[config.mk]
export PLATFORM = sky130hd
export DESIGN_NAME = connection_table_scanner
export DESIGN_NICKNAME = d
export VERILOG_FILES = /design/src/rtl/connection_table_scanner.sv
export SDC_FILE = /design/constraint.sdc
export NUM_CORES = 1
export LEC_CHECK = 0
export ABC_AREA = 1
export CORE_UTILIZATION = 25
export CTS_CLUSTER_DIAMETER = 100
export CTS_CLUSTER_SIZE = 25
export DETAILED_ROUTE_END_ITERATION = 16
export HOLD_SLACK_MARGIN = 0.03
export PLACE_DENSITY = 0.56
export SLEW_MARGIN = 30
export SYNTH_ARGS = -nofsm -noshare
export SYNTH_HDL_FRONTEND = slang
export SYNTH_SLANG_ARGS = --single-unit
[constraint.sdc]
create_clock -name CLK -period 4.7 [get_ports CLK]
set_input_delay 0.47 -clock CLK [delete_from_list [all_inputs] [get_ports CLK]]
set_output_delay 0.47 -clock CLK [all_outputs]
set_load 0.1 [all_outputs]
[src/rtl/connection_table_scanner.sv]
// connection_table_scanner
//
// Neighbour-selection stage that sits directly downstream of the connection
// table memory. On an accepted start it sweeps every column of row src_node,
// one read per cycle. It then returns the lowest-weight edge to an unvisited
// neighbour over a valid/ready handshake.
//
// Ports
//   CLK, RST          clock; synchronous active-high reset
//   start             scan request, sampled only in IDLE
//   src_node          source row, latched on start accept
//   visited_mask      bit i set excludes node i, latched on start accept
//   busy              high in every state except IDLE
//   tbl_node_A/B      table row/column address
//   tbl_chip_select   table enable, high only while issuing reads
//   tbl_write_enable  tied low
//   tbl_data          table read data, one cycle after the address
//   res_valid/ready   result handshake
//   res_found         a qualifying edge exists
//   res_node          winning neighbour index
//   res_weight        winning edge weight
//   res_count         number of qualifying columns (SCANNER_EDGE_COUNT_EN only)
//
// Build option: define SCANNER_EDGE_COUNT_EN to add the res_count port and its counter.

module connection_table_scanner #(
  parameter int unsigned DATA_WIDTH        = 6,
  parameter int unsigned NODE_ADDRESS_SIZE = 4
) (
  input  logic                               CLK,
  input  logic                               RST,
  input  logic                               start,
  input  logic [NODE_ADDRESS_SIZE-1:0]       src_node,
  input  logic [(1 << NODE_ADDRESS_SIZE)-1:0] visited_mask,
  output logic                               busy,
  output logic [NODE_ADDRESS_SIZE-1:0]       tbl_node_A,
  output logic [NODE_ADDRESS_SIZE-1:0]       tbl_node_B,
  output logic                               tbl_chip_select,
  output logic                               tbl_write_enable,
  input  logic [DATA_WIDTH-1:0]              tbl_data,
  output logic                               res_valid,
  input  logic                               res_ready,
  output logic                               res_found,
  output logic [NODE_ADDRESS_SIZE-1:0]       res_node,
  output logic [DATA_WIDTH-1:0]              res_weight
`ifdef SCANNER_EDGE_COUNT_EN
  ,
  output logic [NODE_ADDRESS_SIZE:0]         res_count
`endif
);

  localparam int unsigned NUM_NODES = 1 << NODE_ADDRESS_SIZE;
  localparam logic [NODE_ADDRESS_SIZE-1:0] LastCol = {NODE_ADDRESS_SIZE{1'b1}};

  typedef enum logic [1:0] {StIdle, StScan, StDrain, StResult} state_e;

  state_e                         state_q, state_d;
  logic [NODE_ADDRESS_SIZE-1:0]   src_q;
  logic [NUM_NODES-1:0]           mask_q;
  logic [NODE_ADDRESS_SIZE-1:0]   col_q;
  // Column whose data is on tbl_data this cycle (read latency is one cycle).
  logic                           eval_vld_q;
  logic [NODE_ADDRESS_SIZE-1:0]   eval_col_q;
  logic                           best_found_q;
  logic [NODE_ADDRESS_SIZE-1:0]   best_node_q;
  logic [DATA_WIDTH-1:0]          best_weight_q;
  logic                           accept;
  logic                           qualify;
  logic                           better;
`ifdef SCANNER_EDGE_COUNT_EN
  logic [NODE_ADDRESS_SIZE:0]     count_q;
`endif

  assign accept  = (state_q == StIdle) && start;
  assign qualify = eval_vld_q && (tbl_data != '0) && (eval_col_q != src_q) &&
                   !mask_q[eval_col_q];
  // Columns arrive in ascending order, so strict less-than keeps the lower index on ties.
  assign better  = !best_found_q || (tbl_data < best_weight_q);

  always_comb begin
    state_d = state_q;
    unique case (state_q)
      StIdle:   if (start) state_d = StScan;
      StScan:   if (col_q == LastCol) state_d = StDrain;
      StDrain:  state_d = StResult;
      StResult: if (res_ready) state_d = StIdle;
      default:  state_d = StIdle;
    endcase
  end

  always_ff @(posedge CLK) begin
    if (RST) begin
      state_q       <= StIdle;
      src_q         <= '0;
      mask_q        <= '0;
      col_q         <= '0;
      eval_vld_q    <= 1'b0;
      eval_col_q    <= '0;
      best_found_q  <= 1'b0;
      best_node_q   <= '0;
      best_weight_q <= '0;
`ifdef SCANNER_EDGE_COUNT_EN
      count_q       <= '0;
`endif
    end else begin
      state_q    <= state_d;
      eval_vld_q <= (state_q == StScan);
      eval_col_q <= col_q;
      if (accept) begin
        src_q         <= src_node;
        mask_q        <= visited_mask;
        col_q         <= '0;
        best_found_q  <= 1'b0;
        best_node_q   <= '0;
        best_weight_q <= '0;
`ifdef SCANNER_EDGE_COUNT_EN
        count_q       <= '0;
`endif
      end else begin
        // Wraps back to zero after the last column.
        if (state_q == StScan) col_q <= col_q + 1'b1;
        if (qualify && better) begin
          best_found_q  <= 1'b1;
          best_node_q   <= eval_col_q;
          best_weight_q <= tbl_data;
        end
`ifdef SCANNER_EDGE_COUNT_EN
        if (qualify) count_q <= count_q + 1'b1;
`endif
      end
    end
  end

  assign busy             = (state_q != StIdle);
  assign tbl_node_A       = src_q;
  assign tbl_node_B       = col_q;
  assign tbl_chip_select  = (state_q == StScan);
  assign tbl_write_enable = 1'b0;
  assign res_valid        = (state_q == StResult);
  // Result fields read as zero outside RESULT so reset and idle look clean.
  assign res_found        = res_valid & best_found_q;
  assign res_node         = res_valid ? best_node_q : '0;
  assign res_weight       = res_valid ? best_weight_q : '0;
`ifdef SCANNER_EDGE_COUNT_EN
  assign res_count        = res_valid ? count_q : '0;
`endif

endmodule

-- Word level (Yosys, flattened, before mapping)
Cells that the tools add are included.
- $add $sub $neg: 1
- multipliers: 0
- div/mod/pow operators: 0
- $lt $le $gt $ge: 2
- equality and inequality tests: 8
- shift operators: 0
- multiplexer cells: 8
- bitwise logic cells: 1
- reductions and logical operators: 13
- operator list (operator ; number):
    case mux 2 bit (4 select lines) ; 1
    less-than comparator 6 bit ; 1
    2-to-1 mux 2 bit ; 3
    2-to-1 mux 6 bit ; 1
    nonzero test 6 bit ; 1
    logical AND 1 bit ; 5
    less-than comparator 4 x 5 -> 1 bit (second input constant) ; 1
    adder 4 x 1 -> 4 bit (second input constant) ; 1
    binary-select mux 1 bit (select 4 bit) ; 1
    equality test 2 bit (second input constant) ; 2
    equality test 4 bit (second input constant) ; 1
    2-to-1 mux 4 bit ; 1
    != test 2 x 1 -> 1 bit (second input constant) ; 2
    != test 4 bit ; 1
    AND reduction 3 bit ; 1
    equality test 2 x 1 -> 1 bit (second input constant) ; 1
    zero test 1 bit ; 2
    zero test 2 bit ; 1
    != test 2 bit (second input constant) ; 1
    nonzero test 2 bit ; 1
    OR reduction 2 bit ; 1
    bitwise AND 1 bit ; 1
    logical OR 1 bit ; 1
    2-to-1 mux 1 bit ; 1
- register bits: 42
- bits in latches: 0
- bits in writable memories: 0
- memory bits (read-only): 0
- input port bits: 30
- output and inout bits: 23
- word-level logic and storage cells: 42
- memories: 0

-- Logic depth before layout (Yosys ltp)
Gate-level depths: netlist (run 1).
- depth in word-level cells: 5
- mapped depth: 12
- depth with buffers taken out: 11

-- Least setup slack after synthesis (run 1)
No wires, ideal clock.
- kind: flip-flop to output port
- start point: register state_q[0]
- end point: output res_found
- arrival: 2182 ps
- data required time: 4230 ps
- setup slack: 2048 ps
- stages on the path, launching flop included: 5
- path through: dfxtp_1 -> ha_1 -> clkbuf_1 -> nand2_1 -> inv_1
- cells in the longest elaborated chain, start to end: 2
- ends and longest elaborated chain (element ; line ; source):
    start: declaration ; 57 ; state_e state_q, state_d;
    start signal: assignment ; 93 ; state_q <= StIdle;
    start signal: assignment ; 106 ; state_q <= state_d;
    equality test 2 bit ; 139 ; assign res_valid = (state_q == StResult);
    named net res_valid ; 41 ; output logic res_valid,
    bitwise AND 1 bit ; 141 ; assign res_found = res_valid & best_found_q;
    end: declaration ; 43 ; output logic res_found,
The timed path passes the listed nets, and every way through them passes these cells.

-- Final worst setup path (run 1)
- start point: register state_q[1]
- end point: output res_node[2]
- cells in the longest elaborated chain, start to end: 2
- ends and longest elaborated chain (element ; line ; source):
    equality test 2 bit ; 139 ;
    2-to-1 mux 4 bit ; 142 ; assign res_node = res_valid ? best_node_q : '0;
    end: declaration ; 44 ; output logic [NODE_ADDRESS_SIZE-1:0] res_node,
Every way passes these cells.

==> results of run 1 <==
[sequential cells by signal, summed over array words and instances, names as in the netlist]
name and count:
best_weight_q 6, mask_q 16, eval_col_q 4, best_node_q 4, state_q 2, best_found_q 1
tbl_node_A 4, eval_vld_q 1, tbl_node_B 4
[synth_stat cells (2+ instances only)]
cell      number
o21ai_0       23
dfxtp_1       42
nor3_1         4
ha_1          11
nand3_1       11
inv_1         57
nor2_1        41
buf_4          2
a21oi_1       24
nand2_1       68
buf_6          2
buf_2          2
nand3_2        2
clkbuf_1       8
[critical path, delay by kind of cell, from the launching register on]
kind	cells	cell delay (ns)
fa+ha+maj	1	0.50
buf+inv	2	1.19
flops	1	0.37
simple gates	1	0.13
[area by class of cell]
class	count	area [µm²]	area share (%)
multi-input combinational	194	965	35.0
clock inverter	1	5.00	0.182
tap	105	131	4.77
clock buffer	7	86.3	3.13
inverter	58	218	7.90
sequential	42	841	30.5
timing repair buffer	51	510	18.5
[stage by stage]
stage | setup WS, ns | area [µm²] | hold slack (ns)
floorplan | 2.05 | 2100 | 0.429
global placement | 1.65 | 2660 | 0.444
detailed placement | 1.52 | 2660 | 0.448
CTS | 1.70 | 2750 | 0.461
global route | 1.59 | 2760 | 0.480
finish | 1.74 | 2760 | 0.455
[logic make-up after synthesis]
group,after synthesis,share of synthesized area (%)
other,1,0.179
DFF,42,40.1
and+or+nand+nor,128,25.3
adders and majority gates,11,6.56
xor gates and xnor gates,1,0.417
AOI/OAI and AO/OA,53,13.4
buffers and inverters,72,14.1
[layer usage]
layer	up-vias	share of wire, %	track usage [%]
li1	1025	-	-
met1	826	49	15.3
met5	-	0	0
met3	9	4.6	2.85
met2	46	45	19.4
met4	0	2.2	5.77
[worst max-delay path by stage]
stage,slack [ns],to,start,cells past startpoint
floorplan,2.05,res_found,state_q[0],4
global placement,1.65,tbl_node_B[2],start,6
detailed placement,1.52,tbl_node_B[2],start,6
CTS,1.70,res_node[2],state_q[0],4
global route,1.59,res_node[2],state_q[0],4
finish,1.74,res_node[2],state_q[1],4
[power groups by stage]
| stage | clock (mW) | combinational (mW) | sequential, mW |
|---|---|---|---|
| CTS | 0.249 | 0.577 | 0.470 |
| global placement | 0 | 0.566 | 0.475 |
| detailed placement | 0 | 0.574 | 0.478 |
| floorplan | 0 | 0.375 | 0.548 |
| finish | 0.242 | 0.574 | 0.469 |
| global route | 0.266 | 0.638 | 0.478 |
==> flow_summary.ini, run 1 <==
[timing]
tns_ns = 0
slew_headroom_pct = 34.7
slew_violations = 0
finalHoldViolCount = 0
period_needed_ns = 2.96
rsz0062_at_grt = no
setup_viol = 0
fin_crit_sh_pct = 62.9
tightest_slew_ns = 0.976
fin_skew_ns = 0.0107
max_clock_freq_ghz = 0.338

[floorplan]
initial_core_util_pct = 25.7
core_area_um2 = 8180
die_y_um = 93.6
rows = 33
die_x_um = 93.6
io_pins = 53
die_area_um2 = 8760

[clocking]
cts.sinks = 42
clkSlewWorstSetupHoldPaths_ns = 0.08
cts_buffers = 5
ctsResizeCount = 0
cts_root_buf = clkbuf_8
cts_buffer_depth = 2
cts_tree = yes
cts_setup_buffers = 0
cts_max_level = 2
postCtsHoldBufs = 0
insertion_delay_ns = 0.30

[finish]
post-route-util_pct = 33.7
layout_common_cells = nand2_1, inv_1, clkdlybuf4s50_1
layoutNonFillerInstCount = 458
nets = 393
fillers = 897
final_common_cell = nand2_1
drive_gt1_share_pct = 3.68
synthToLayoutAreaGrowth_pct = 31.4
diodes = 0

[global_routing]
grt-ovfl-total = 0
grt_pass1_wl_mm = 8.32
grt_max_degree = 39
grt_pass1_vias = 1836
grt_usage_pct = 12.1
antenna_found_initial = 0

[route]
final_antenna_net_count = 0
route.vias.total = 1906
firstDrtPassIters = 5
drc = 0
wl_per_cell_um = 10.6
viasPerCell = 4.16
wl_mm = 4.84
drt_iter0_markers = 78

[synth]
netlist_top_cells_area = dfxtp_1, nand2_1, inv_1, nor2_1, ha_1
synth_cell_types = 25
ys_seq_elements = 42
synth_area_um2 = 2100
synth_nets = 349
yosysTopAreaCell = dfxtp_1
ys_seq_area_share_pct = 40.1
syn_area_per_cell_um2 = 6.81
synth_edf_count = 0
synthArstFlopShare_pct = 0
synth_top_area_share_pct = 40.1
yosys_warnings = 0
syn_inst = 308
synth_ff_type = dfxtp_1

[pwr]
swShare_pct = 44.8
irDropWorstVdd_v = 0.000415
seqPwrFrac_pct = 36.5
p_total_mw = 1.28
power.share.combinational_pct = 44.7
clkPwrFrac_pct = 18.9
p_int_uw = 709
leakage_nw = 1.25
switchingPower_uw = 576
p_per_area_nw_per_um2 = 466

[placed_design]
gp_congestion = 0.820
dp_cells = 450
port_buffers = 51
dp_hpwl_mm = 3.56

[setup_path]
slowest_delay_ns = 1.12
reg2reg_to = tbl_node_B[2]
crit_arrival_ns = 2.49
slowest_stage = clkdlybuf4s50_1
worst_ep_required_time_ns = 4.23
rr_startpoint = state_q[0]
crit_path_end_kind = primary output
reg2reg_slack_ns = 2.16
crit_path_max_fanout = 13
ff2ff_path_depth = 7
crit_type = reg -> out
crit_path_start_kind = flop
crit_chain = ha_1, nand2_1, inv_1, clkdlybuf4s50_1

[min_path]
hold_depth = 2
whs_endpoint = mask_q[14]
hp-class = reg -> reg
min_from = mask_q[14]

[run]
cap_violations = 0

[outcome]
status = complete, no violations
(Power assumes the default switching activity.)
==> inputs of run 2 (changes only) <==
- PLACE_DENSITY: 0.56 -> 0.58
- clock period: 4.7 -> 2.66 ns (I/O delays scaled with it)
==> flow_summary.ini, run 2 (synthesized netlist as in run 1, its figures left out) <==
[finish]
nets = 395
layoutNonFillerInstCount = 460
largest_reg_flops = 16
synthToLayoutAreaGrowth_pct = 29.3
top_regs = mask_q x16, best_weight_q x6
regMostFlops = mask_q
layout_common_cells = nand2_1, inv_1, dfxtp_1
drive_gt1_share_pct = 10.1
diodes = 0
post-route-util_pct = 33.2
final_common_cell = nand2_1

[setup_path]
ff2ff_path_depth = 9
crit_path_start_kind = flop
crit_path_end_kind = primary output
crit_start = state_q[1]
crit_arrival_ns = 1.63
crit_path_max_fanout = 13
reg2reg_slack_ns = 0.91
worst_ep_required_time_ns = 2.39
crit_type = reg -> out
reg2reg_to = best_weight_q[1]
endpoint = res_node[2]
rr_startpoint = eval_col_q[0]

[clocking]
cts_setup_buffers = 0
insertion_delay_ns = 0.29
cts_tree = yes
cts_buffer_depth = 2
cts_buffers = 5
clkSlewWorstSetupHoldPaths_ns = 0.08
ctsResizeCount = 0
postCtsHoldBufs = 0
cts_max_level = 2
cts.sinks = 42
cts_root_buf = clkbuf_8

[floorplan]
die_x_um = 93.6
initial_core_util_pct = 25.7
io_pins = 53
die_area_um2 = 8760
die_y_um = 93.6
rows = 33
core_area_um2 = 8180

[timing]
finalHoldViolCount = 0
setup_viol = 0
fin_skew_ns = 0.00780
fin_crit_sh_pct = 71.5
whs_ns = 0.460
slew_violations = 0
max_clock_freq_ghz = 0.526
slew_headroom_pct = 65.5
period_needed_ns = 1.90
rsz0062_at_grt = no
tightest_slew_ns = 0.517
tns_ns = 0

[route]
drc = 0
wl_mm = 4.79
route.met2.wl_mm = 2.19
wl_met1_mm = 2.23
drt_iter0_markers = 45
viasPerCell = 4.15
wl_per_cell_um = 10.4
final_antenna_net_count = 0
firstDrtPassIters = 4
route.met3.wl_um = 296
route.vias.total = 1910
highest_layer = met4

[placed_design]
port_buffers = 51
dp_cells = 452
dp_hpwl_mm = 3.60
gp_congestion = 0.768

[pwr]
irDropWorstVdd_v = 0.000602
p_per_area_nw_per_um2 = 832
leakage_nw = 1.30

[global_routing]
grt_max_degree = 38
grt-ovfl-total = 0
antenna_found_initial = 0
grt_pass1_wl_mm = 8.18
grt_pass1_vias = 1825
grt_usage_pct = 11.9

[outcome]
status = complete, no violations

[run]
cap_violations = 0

[min_path]
hp-class = reg -> reg
run 2: worst max-delay path: stages, from the launching register on:
cell	delay, ns
dfxtp_1	0.36
ha_1	0.49
nand2_1	0.13
inv_1	0.08
buf_4	0.28
run 2: layer usage:
layer  up-vias  GRT usage [%]
met4         0           3.85
met3         6           3.66
met2        37           19.4
li1       1026              -
met1       841           15.0
met5         -              0
run 2: final cells by class:
class | instances | area [µm²]
Fill cell | 911 | 5460
Multi-Input combinational cell | 194 | 962
Sequential cell | 42 | 841
Timing Repair Buffer | 53 | 470
Inverter | 58 | 218
Tap cell | 105 | 131
Clock buffer | 7 | 86.3
Clock inverter | 1 | 5.00
run 2: how the worst min path moves through the flow:
stage,from,to,slack (ns),cells after the start
detailed placement,mask_q[15],mask_q[15],0.45,2
finish,mask_q[15],mask_q[15],0.46,2
floorplan,tbl_data[0],best_weight_q[0],0.40,2
global placement,mask_q[4],mask_q[4],0.44,2
global route,mask_q[5],mask_q[5],0.48,2
CTS,mask_q[15],mask_q[15],0.46,2
run 2: power breakdown:
part / switching, mW / internal (mW)
Sequential: 0.0684 / 0.755
Clock: 0.212 / 0.209
Combinational: 0.729 / 0.284
run 2: stage by stage:
step	total power, mW	setup WS, ns	area [µm²]
global placement	1.84	0.590	2620
CTS	2.29	0.693	2710
global route	2.44	0.609	2710
finish	2.26	0.759	2710
floorplan	1.63	0.212	2100
detailed placement	1.86	0.545	2620
